<file path="config.mk">
export PLATFORM = sky130hd
export DESIGN_NAME = id_control_stage
export DESIGN_NICKNAME = d
export VERILOG_FILES = /design/src/rtl/ctrl_defs.sv /design/src/rtl/hazard_unit.sv /design/src/rtl/id_control_stage.sv
export SDC_FILE = /design/constraint.sdc
export NUM_CORES = 1
export LEC_CHECK = 0
export CORE_MARGIN = 1
export CORE_UTILIZATION = 40
export CTS_CLUSTER_SIZE = 28
export DETAILED_ROUTE_END_ITERATION = 8
export HOLD_SLACK_MARGIN = 0.1
export PLACE_DENSITY = 0.74
export SLEW_MARGIN = 20
export SYNTH_ARGS = -nofsm -noshare
export SYNTH_HDL_FRONTEND = slang
export SYNTH_SLANG_ARGS = --single-unit
</file>
<file path="constraint.sdc">
create_clock -name Clk -period 3.3 [get_ports Clk]
set_clock_uncertainty 0.1 [all_clocks]
set_input_delay 0.495 -clock Clk [delete_from_list [all_inputs] [get_ports Clk]]
set_output_delay 0.495 -clock Clk [all_outputs]
set_load 0.02 [all_outputs]
</file>
<file path="src/rtl/ctrl_defs.sv">
// Shared decode constants for the ID stage: opcode/function fields, ALUOp
// encodings, control-field encodings and the registered control bundle type.
package ctrl_defs;

  localparam logic [5:0] OP_RTYPE    = 6'h00;
  localparam logic [5:0] OP_REGIMM   = 6'h01;
  localparam logic [5:0] OP_J        = 6'h02;
  localparam logic [5:0] OP_JAL      = 6'h03;
  localparam logic [5:0] OP_BEQ      = 6'h04;
  localparam logic [5:0] OP_BNE      = 6'h05;
  localparam logic [5:0] OP_BLEZ     = 6'h06;
  localparam logic [5:0] OP_BGTZ     = 6'h07;
  localparam logic [5:0] OP_ADDI     = 6'h08;
  localparam logic [5:0] OP_ADDIU    = 6'h09;
  localparam logic [5:0] OP_SLTI     = 6'h0A;
  localparam logic [5:0] OP_SLTIU    = 6'h0B;
  localparam logic [5:0] OP_ANDI     = 6'h0C;
  localparam logic [5:0] OP_ORI      = 6'h0D;
  localparam logic [5:0] OP_XORI     = 6'h0E;
  localparam logic [5:0] OP_LUI      = 6'h0F;
  localparam logic [5:0] OP_MADD     = 6'h1C;
  localparam logic [5:0] OP_LA       = 6'h1D;
  localparam logic [5:0] OP_SPECIAL3 = 6'h1F;
  localparam logic [5:0] OP_LB       = 6'h20;
  localparam logic [5:0] OP_LH       = 6'h21;
  localparam logic [5:0] OP_LW       = 6'h23;
  localparam logic [5:0] OP_SB       = 6'h28;
  localparam logic [5:0] OP_SH       = 6'h29;
  localparam logic [5:0] OP_SW       = 6'h2B;
  localparam logic [5:0] OP_EXI      = 6'h3F;

  localparam logic [5:0] FUNC_SLL   = 6'h00;
  localparam logic [5:0] FUNC_SRL   = 6'h02;
  localparam logic [5:0] FUNC_SRA   = 6'h03;
  localparam logic [5:0] FUNC_SLLV  = 6'h04;
  localparam logic [5:0] FUNC_SRLV  = 6'h06;
  localparam logic [5:0] FUNC_SRAV  = 6'h07;
  localparam logic [5:0] FUNC_JR    = 6'h08;
  localparam logic [5:0] FUNC_ADD   = 6'h20;
  localparam logic [5:0] FUNC_ADDU  = 6'h21;
  localparam logic [5:0] FUNC_SUB   = 6'h22;
  localparam logic [5:0] FUNC_SUBU  = 6'h23;
  localparam logic [5:0] FUNC_AND   = 6'h24;
  localparam logic [5:0] FUNC_OR    = 6'h25;
  localparam logic [5:0] FUNC_XOR   = 6'h26;
  localparam logic [5:0] FUNC_NOR   = 6'h27;
  localparam logic [5:0] FUNC_SLT   = 6'h2A;
  localparam logic [5:0] FUNC_SLTU  = 6'h2B;
  localparam logic [5:0] FUNC_MADD  = 6'h00;
  localparam logic [5:0] FUNC_MUL   = 6'h02;
  localparam logic [5:0] FUNC_MSUB  = 6'h04;
  localparam logic [5:0] FUNC_BSHFL = 6'h20;
  localparam logic [4:0] SA_SEB     = 5'h10;
  localparam logic [4:0] SA_SEH     = 5'h18;

  localparam logic [5:0] ALUOP_NOP   = 6'd0;
  localparam logic [5:0] ALUOP_ADD   = 6'd1;
  localparam logic [5:0] ALUOP_ADDU  = 6'd2;
  localparam logic [5:0] ALUOP_SUB   = 6'd3;
  localparam logic [5:0] ALUOP_SUBU  = 6'd4;
  localparam logic [5:0] ALUOP_AND   = 6'd5;
  localparam logic [5:0] ALUOP_OR    = 6'd6;
  localparam logic [5:0] ALUOP_XOR   = 6'd7;
  localparam logic [5:0] ALUOP_NOR   = 6'd8;
  localparam logic [5:0] ALUOP_SLT   = 6'd9;
  localparam logic [5:0] ALUOP_SLTU  = 6'd10;
  localparam logic [5:0] ALUOP_SLL   = 6'd11;
  localparam logic [5:0] ALUOP_SRL   = 6'd12;
  localparam logic [5:0] ALUOP_SRA   = 6'd13;
  localparam logic [5:0] ALUOP_ROTR  = 6'd14;
  localparam logic [5:0] ALUOP_SLLV  = 6'd15;
  localparam logic [5:0] ALUOP_SRLV  = 6'd16;
  localparam logic [5:0] ALUOP_SRAV  = 6'd17;
  localparam logic [5:0] ALUOP_ROTRV = 6'd18;
  localparam logic [5:0] ALUOP_ADDI  = 6'd19;
  localparam logic [5:0] ALUOP_ADDIU = 6'd20;
  localparam logic [5:0] ALUOP_ANDI  = 6'd21;
  localparam logic [5:0] ALUOP_ORI   = 6'd22;
  localparam logic [5:0] ALUOP_XORI  = 6'd23;
  localparam logic [5:0] ALUOP_SLTI  = 6'd24;
  localparam logic [5:0] ALUOP_SLTIU = 6'd25;
  localparam logic [5:0] ALUOP_LUI   = 6'd26;
  localparam logic [5:0] ALUOP_MEM   = 6'd27;
  localparam logic [5:0] ALUOP_BEQ   = 6'd28;
  localparam logic [5:0] ALUOP_BNE   = 6'd29;
  localparam logic [5:0] ALUOP_BLEZ  = 6'd30;
  localparam logic [5:0] ALUOP_BGTZ  = 6'd31;
  localparam logic [5:0] ALUOP_BLTZ  = 6'd32;
  localparam logic [5:0] ALUOP_BGEZ  = 6'd33;
  localparam logic [5:0] ALUOP_JUMP  = 6'd34;
  localparam logic [5:0] ALUOP_JR    = 6'd35;
  localparam logic [5:0] ALUOP_MADD  = 6'd36;
  localparam logic [5:0] ALUOP_MSUB  = 6'd37;
  localparam logic [5:0] ALUOP_MUL   = 6'd38;
  localparam logic [5:0] ALUOP_SEB   = 6'd39;
  localparam logic [5:0] ALUOP_SEH   = 6'd40;
  localparam logic [5:0] ALUOP_EXI   = 6'd41;
  localparam logic [5:0] ALUOP_LA    = 6'd42;

  localparam logic [1:0] REGDST_RT  = 2'b00;
  localparam logic [1:0] REGDST_RD  = 2'b01;
  localparam logic [1:0] REGDST_R31 = 2'b10;

  localparam logic [1:0] BS_WORD = 2'b00;
  localparam logic [1:0] BS_HALF = 2'b01;
  localparam logic [1:0] BS_BYTE = 2'b10;

  localparam logic [1:0] M2R_ALU = 2'b00;
  localparam logic [1:0] M2R_MEM = 2'b01;
  localparam logic [1:0] M2R_PC8 = 2'b10;

  typedef enum logic {ST_RUN, ST_MUL_BUSY} state_e;

  typedef struct packed {
    logic       alub_mux;
    logic [1:0] reg_dst;
    logic [5:0] alu_op;
    logic       mem_read;
    logic       mem_write;
    logic [1:0] byte_sig;
    logic       reg_write;
    logic [1:0] mem_to_reg;
    logic [4:0] rs;
    logic [4:0] rt;
    logic [4:0] write_reg;
  } ctrl_t;

endpackage

</file>
<file path="src/rtl/hazard_unit.sv">
// Load-use compare between the instruction in decode and the load in execute.
module hazard_unit (
  input  logic       [4:0] rs,
  input  logic       [4:0] rt,
  input  logic             uses_rt,
  input  logic             ex_valid,
  input  logic             ex_mem_read,
  input  logic       [4:0] ex_write_reg,
  output logic             load_use
);

  assign load_use = ex_valid & ex_mem_read & (ex_write_reg != 5'd0) &
                    ((ex_write_reg == rs) | (uses_rt & (ex_write_reg == rt)));

endmodule

</file>
<file path="src/rtl/id_control_stage.sv">
// Registered ID stage: decodes IF/ID into the ID/EX control bundle, detects
// load-use hazards, holds the front end during multi-cycle multiplies.
module id_control_stage
  import ctrl_defs::*;
#(
  parameter int ALUOP_W    = 6,
  parameter int MUL_CYCLES = 3,
  parameter int ENABLE_EXT = 1,
  parameter int HAZARD_EN  = 1
) (
  input  logic               Clk,
  input  logic               Reset,
  input  logic [31:0]        Instr_i,
  input  logic               InstrValid_i,
  input  logic               Flush_i,
  output logic               Stall_o,
  output logic               Valid_o,
  output logic               ALUBMux_o,
  output logic [1:0]         RegDst_o,
  output logic [ALUOP_W-1:0] ALUOp_o,
  output logic               MemRead_o,
  output logic               MemWrite_o,
  output logic [1:0]         ByteSig_o,
  output logic               RegWrite_o,
  output logic [1:0]         MemToReg_o,
  output logic [4:0]         Rs_o,
  output logic [4:0]         Rt_o,
  output logic [4:0]         WriteReg_o,
  output logic               Illegal_o
);

  logic [5:0] op, funct;
  logic [4:0] rs, rt, rd, sa;
  ctrl_t      dec;
  logic       dec_illegal, uses_rt, is_mul;

  ctrl_t      bundle_p1;
  logic       vld_p1, illegal_p1;
  state_e     state;
  logic [3:0] mul_cnt;
  logic       raw_hazard, load_use, stall, accept, issue;

  assign op    = Instr_i[31:26];
  assign rs    = Instr_i[25:21];
  assign rt    = Instr_i[20:16];
  assign rd    = Instr_i[15:11];
  assign sa    = Instr_i[10:6];
  assign funct = Instr_i[5:0];

  always_comb begin
    dec         = '0;
    dec_illegal = 1'b0;
    uses_rt     = 1'b0;
    dec.rs      = rs;
    dec.rt      = rt;
    case (op)
      OP_RTYPE: begin
        uses_rt       = 1'b1;
        dec.reg_dst   = REGDST_RD;
        dec.reg_write = 1'b1;
        case (funct)
          FUNC_SLL:  dec.alu_op = ALUOP_SLL;
          FUNC_SRL:  dec.alu_op = Instr_i[21] ? ALUOP_ROTR : ALUOP_SRL;
          FUNC_SRA:  dec.alu_op = ALUOP_SRA;
          FUNC_SLLV: dec.alu_op = ALUOP_SLLV;
          FUNC_SRLV: dec.alu_op = Instr_i[6] ? ALUOP_ROTRV : ALUOP_SRLV;
          FUNC_SRAV: dec.alu_op = ALUOP_SRAV;
          FUNC_JR: begin
            dec.alu_op    = ALUOP_JR;
            dec.reg_write = 1'b0;
          end
          FUNC_ADD:  dec.alu_op = ALUOP_ADD;
          FUNC_ADDU: dec.alu_op = ALUOP_ADDU;
          FUNC_SUB:  dec.alu_op = ALUOP_SUB;
          FUNC_SUBU: dec.alu_op = ALUOP_SUBU;
          FUNC_AND:  dec.alu_op = ALUOP_AND;
          FUNC_OR:   dec.alu_op = ALUOP_OR;
          FUNC_XOR:  dec.alu_op = ALUOP_XOR;
          FUNC_NOR:  dec.alu_op = ALUOP_NOR;
          FUNC_SLT:  dec.alu_op = ALUOP_SLT;
          FUNC_SLTU: dec.alu_op = ALUOP_SLTU;
          default:   dec_illegal = 1'b1;
        endcase
      end
      OP_REGIMM: dec.alu_op = Instr_i[16] ? ALUOP_BGEZ : ALUOP_BLTZ;
      OP_J:      dec.alu_op = ALUOP_JUMP;
      OP_JAL: begin
        dec.alu_op     = ALUOP_JUMP;
        dec.reg_dst    = REGDST_R31;
        dec.mem_to_reg = M2R_PC8;
        dec.reg_write  = 1'b1;
      end
      OP_BEQ: begin
        dec.alu_op = ALUOP_BEQ;
        uses_rt    = 1'b1;
      end
      OP_BNE: begin
        dec.alu_op = ALUOP_BNE;
        uses_rt    = 1'b1;
      end
      OP_BLEZ: dec.alu_op = ALUOP_BLEZ;
      OP_BGTZ: dec.alu_op = ALUOP_BGTZ;
      OP_ADDI, OP_ADDIU, OP_SLTI, OP_SLTIU, OP_ANDI, OP_ORI, OP_XORI, OP_LUI: begin
        dec.alub_mux  = 1'b1;
        dec.reg_write = 1'b1;
        case (op)
          OP_ADDI:  dec.alu_op = ALUOP_ADDI;
          OP_ADDIU: dec.alu_op = ALUOP_ADDIU;
          OP_SLTI:  dec.alu_op = ALUOP_SLTI;
          OP_SLTIU: dec.alu_op = ALUOP_SLTIU;
          OP_ANDI:  dec.alu_op = ALUOP_ANDI;
          OP_ORI:   dec.alu_op = ALUOP_ORI;
          OP_XORI:  dec.alu_op = ALUOP_XORI;
          default:  dec.alu_op = ALUOP_LUI;
        endcase
      end
      OP_LB, OP_LH, OP_LW: begin
        dec.alub_mux   = 1'b1;
        dec.alu_op     = ALUOP_MEM;
        dec.mem_read   = 1'b1;
        dec.mem_to_reg = M2R_MEM;
        dec.reg_write  = 1'b1;
        dec.byte_sig   = (op == OP_LB) ? BS_BYTE : (op == OP_LH) ? BS_HALF : BS_WORD;
      end
      OP_SB, OP_SH, OP_SW: begin
        dec.alub_mux  = 1'b1;
        dec.alu_op    = ALUOP_MEM;
        dec.mem_write = 1'b1;
        uses_rt       = 1'b1;
        dec.byte_sig  = (op == OP_SB) ? BS_BYTE : (op == OP_SH) ? BS_HALF : BS_WORD;
      end
      OP_MADD: begin
        uses_rt       = 1'b1;
        dec.reg_dst   = REGDST_RD;
        dec.reg_write = 1'b1;
        case (funct)
          FUNC_MADD: dec.alu_op = ALUOP_MADD;
          FUNC_MSUB: dec.alu_op = ALUOP_MSUB;
          FUNC_MUL:  dec.alu_op = ALUOP_MUL;
          default:   dec_illegal = 1'b1;
        endcase
      end
      OP_SPECIAL3: begin
        dec.reg_dst   = REGDST_RD;
        dec.reg_write = 1'b1;
        if (ENABLE_EXT != 0 && funct == FUNC_BSHFL && sa == SA_SEB)
          dec.alu_op = ALUOP_SEB;
        else if (ENABLE_EXT != 0 && funct == FUNC_BSHFL && sa == SA_SEH)
          dec.alu_op = ALUOP_SEH;
        else
          dec_illegal = 1'b1;
      end
      OP_EXI, OP_LA: begin
        dec.alub_mux  = 1'b1;
        dec.reg_write = 1'b1;
        dec.alu_op    = (op == OP_EXI) ? ALUOP_EXI : ALUOP_LA;
        if (ENABLE_EXT == 0) dec_illegal = 1'b1;
      end
      default: dec_illegal = 1'b1;
    endcase
    dec.write_reg = (dec.reg_dst == REGDST_RD)  ? rd :
                    (dec.reg_dst == REGDST_R31) ? 5'd31 : rt;
  end

  assign is_mul = (op == OP_MADD) & ~dec_illegal;

  hazard_unit u_hazard (
    .rs           (rs),
    .rt           (rt),
    .uses_rt      (uses_rt),
    .ex_valid     (vld_p1),
    .ex_mem_read  (bundle_p1.mem_read),
    .ex_write_reg (bundle_p1.write_reg),
    .load_use     (raw_hazard)
  );

  assign load_use = (HAZARD_EN != 0) & (state == ST_RUN) & InstrValid_i & raw_hazard;
  // Flush and reset override any hold so the redirect target is fetched.
  assign stall    = ~Reset & ~Flush_i & ((state == ST_MUL_BUSY) | load_use);
  assign Stall_o  = stall;
  assign accept   = InstrValid_i & ~Flush_i & ~stall & (Instr_i != 32'd0);
  assign issue    = accept & ~dec_illegal;

  // ID/EX boundary
  always_ff @(posedge Clk) begin
    if (Reset) begin
      bundle_p1  <= '0;
      vld_p1     <= 1'b0;
      illegal_p1 <= 1'b0;
      state      <= ST_RUN;
      mul_cnt    <= 4'd0;
    end else begin
      bundle_p1  <= issue ? dec : '0;
      vld_p1     <= issue;
      illegal_p1 <= accept & dec_illegal;
      if (Flush_i) begin
        state   <= ST_RUN;
        mul_cnt <= 4'd0;
      end else begin
        case (state)
          ST_RUN: begin
            if (issue && is_mul && MUL_CYCLES > 1) begin
              mul_cnt <= 4'(MUL_CYCLES - 1);
              state   <= ST_MUL_BUSY;
            end
          end
          default: begin
            mul_cnt <= mul_cnt - 4'd1;
            if (mul_cnt <= 4'd1) begin
              mul_cnt <= 4'd0;
              state   <= ST_RUN;
            end
          end
        endcase
      end
    end
  end

  assign Valid_o    = vld_p1;
  assign ALUBMux_o  = bundle_p1.alub_mux;
  assign RegDst_o   = bundle_p1.reg_dst;
  assign ALUOp_o    = ALUOP_W'(bundle_p1.alu_op);
  assign MemRead_o  = bundle_p1.mem_read;
  assign MemWrite_o = bundle_p1.mem_write;
  assign ByteSig_o  = bundle_p1.byte_sig;
  assign RegWrite_o = bundle_p1.reg_write;
  assign MemToReg_o = bundle_p1.mem_to_reg;
  assign Rs_o       = bundle_p1.rs;
  assign Rt_o       = bundle_p1.rt;
  assign WriteReg_o = bundle_p1.write_reg;
  assign Illegal_o  = illegal_p1;

endmodule

</file>
==> results.toml <==
[detailed_routing]
drt_wl_total_um = 7810
drc = 0
wire_per_inst_um = 16.7
dr_total_vias = 2790
antenna_left = 0
dr.pass1.iters = 4
vias_per_cell = 5.96
drt_iter0_drc = 357

[die]
core_area_um2 = 6350
row_count = 29
die-area_um2 = 6880
initial_core_util_pct = 41.3
fp.dieW_um = 83.0
io-pin-count = 70
dieHeight_um = 83.0

[synth]
synth_edf_count = 0
synth_top_area_share_pct = 29.0
synth_area_leaders = "dfxtp_1 29%, nor4_1 6.4%, xnor2_1 3.3%"
syn_inst = 312
ys_async_sr_fraction_pct = 0
yosys_warnings = 0
synth.distinct_cells = 66
synth_area_um2 = 2620
ys_seq_area_share_pct = 29.0
syn_nets = 350
syn_avg_cell_area_um2 = 8.40
yosys.area.top_type = "dfxtp_1"
synth-seq-cells = 38
synth_ff_type = "dfxtp_1"

[hold_path]
hp-start = "mul_cnt[1]"
hold_path_class = "flip-flop to flip-flop"
hold_depth = 1

[placement]
gp_congestion = 0.968
hpwl_um = 5920
portBuffers = 69
placed_area_um2 = 3520

[sta]
post-route-period-util_pct = 96.7
fmax_mhz = 314
tns_ns = 0
drv_slew = 0
rsz0062_at_grt = "no"
hold_ws_ns = 0.419
finalHoldViolations = 0
setup_viol = 0
worst_pin_slew_ns = 0.558
layout_min_cycle_time_ns = 3.19
slew_headroom_pct = 61.9

[clocking]
clock_path_buffers = 2
clk_pin_slew_ns = 0.08
cts_hold_buf = 0
cts_setup_buffers = 0
htree_levels = 2
root_buffer = "clkbuf_8"
cts_resized = 0
clock_sinks = 38
cts_tree = "done"
cts_made_buffers = 5
clk_latency_ns = 0.29

[global_route]
antenna_found_initial = 0
grt_pass1_vias = 2780
track_usage_pct = 23.7
overflow = 0
grt_pass1_wl_um = 13400
grt_max_degree = 34

[status]
status = "completed"

[cells_and_area]
area_delta_synth_final_pct = 39.8
post-route-util_pct = 57.7
final_nets = 428
mostFrequentLayoutCell = "clkdlybuf4s50_1"
nFillCells = 542
final_area_um2 = 3660
n_antenna_cell = 0
drive_gt1_share_pct = 16.1
final_cell_mix = "69 x clkdlybuf4s50_1, 38 x dfxtp_1, 31 x buf_4"

[worst_setup_path]
worstSetupPathType = "input port to primary output"
cp-start-kind = "input port"
setup.worst_path.start = "InstrValid_i"
endpoint_kind = "primary output"
worst-endpoint-arrival_ns = 2.59
worstReg2RegStart = "WriteReg_o[0]"
required_ns = 2.70
rr_worst_depth = 7
worstPathMaxFanout = 3

[power_and_ir_drop]
p_per_area_nw_per_um2 = 330
total_power_w = 0.00121
peakVddDrop_mv = 0.270
leakagePower_nw = 1.25

[flow_run]
maxCapViolCount = 0
[worst paths after layout]
path,slack [ns],endpoint
worst max-delay path,0.11,Stall_o
worst min register to register,0.42,mul_cnt[1]
worst min-delay path,0.42,mul_cnt[1]
worst max register to register,0.84,ALUOp_o[3]
[power breakdown]
group	total (W)	internal (W)	switching [W]
clock network	0.000485	0.000303	0.000182
logic	0.000255	0.000117	0.000139
registers	0.000467	0.000464	0.00000342
[area by class of cell]
type | count | area, µm² | area share, %
multi-input cells | 227 | 1680 | 45.8
clock inverters | 3 | 68.8 | 1.88
inverters | 18 | 67.6 | 1.84
clock buffers | 5 | 68.8 | 1.88
repair buffers | 100 | 923 | 25.2
flip-flops and latches | 38 | 761 | 20.8
well taps | 77 | 96.3 | 2.63
[metrics by stage]
step                std cells  setup slack [ns]
global placement          460            0.0548
detailed placement        460            0.0516
finish                    468             0.111
global route              468            0.0256
CTS                       468            0.0403
floorplan                 312             0.933
[state kept, by name (all words and copies together) (netlist names), 2 cells and up]
name        count
WriteReg_o      5
mul_cnt         4
Rs_o            5
Rt_o            5
RegDst_o        2
ByteSig_o       2
ALUOp_o         6
MemToReg_o      2
[routing by layer]
layer | share of wire, % | track usage, % | vias to the layer above
met5 | 0 | 0 | -
met4 | 2.7 | 9.25 | 0
met3 | 5.9 | 4.67 | 22
met2 | 49 | 40.0 | 99
met1 | 42 | 29.5 | 1321
li1 | - | - | 1348
[cells by family after synthesis]
kind of cell,after synthesis,synth area share (%)
simple gates,132,31.7
compound gates,74,23.9
buf+inv,47,7.73
flops,38,29.0
xor+xnor,12,4.01
mux,7,2.67
fa+ha+maj,2,0.955
[synthesized netlist by cell type, types with 3 or more instances]
cell and number:
nand3_1 11, xnor2_1 10, nor3b_1 6, clkbuf_1 15
nor4_1 27, nand3b_1 3, a211oi_1 7, nor2_1 16
inv_1 18, dfxtp_1 38, a2111oi_0 4, o21ai_0 16
nand4_1 7, a21oi_1 5, nor2b_1 7, mux2i_1 7
and3_1 3, nor3_1 12, o21a_1 3, a2111oi_2 5
nand4b_1 4, nand2b_1 5, nand2_1 13, buf_2 12
and4_1 3
[critical path, cell delays in order]
cell and delay, ns:
clkdlybuf4s50_1 0.58, and3_1 0.24, o21ai_1 0.10, nor4_2 0.38, a21o_4 0.19, clkdlybuf4s50_1 0.60
No activity file was read; power rests on OpenSTA's default activity.
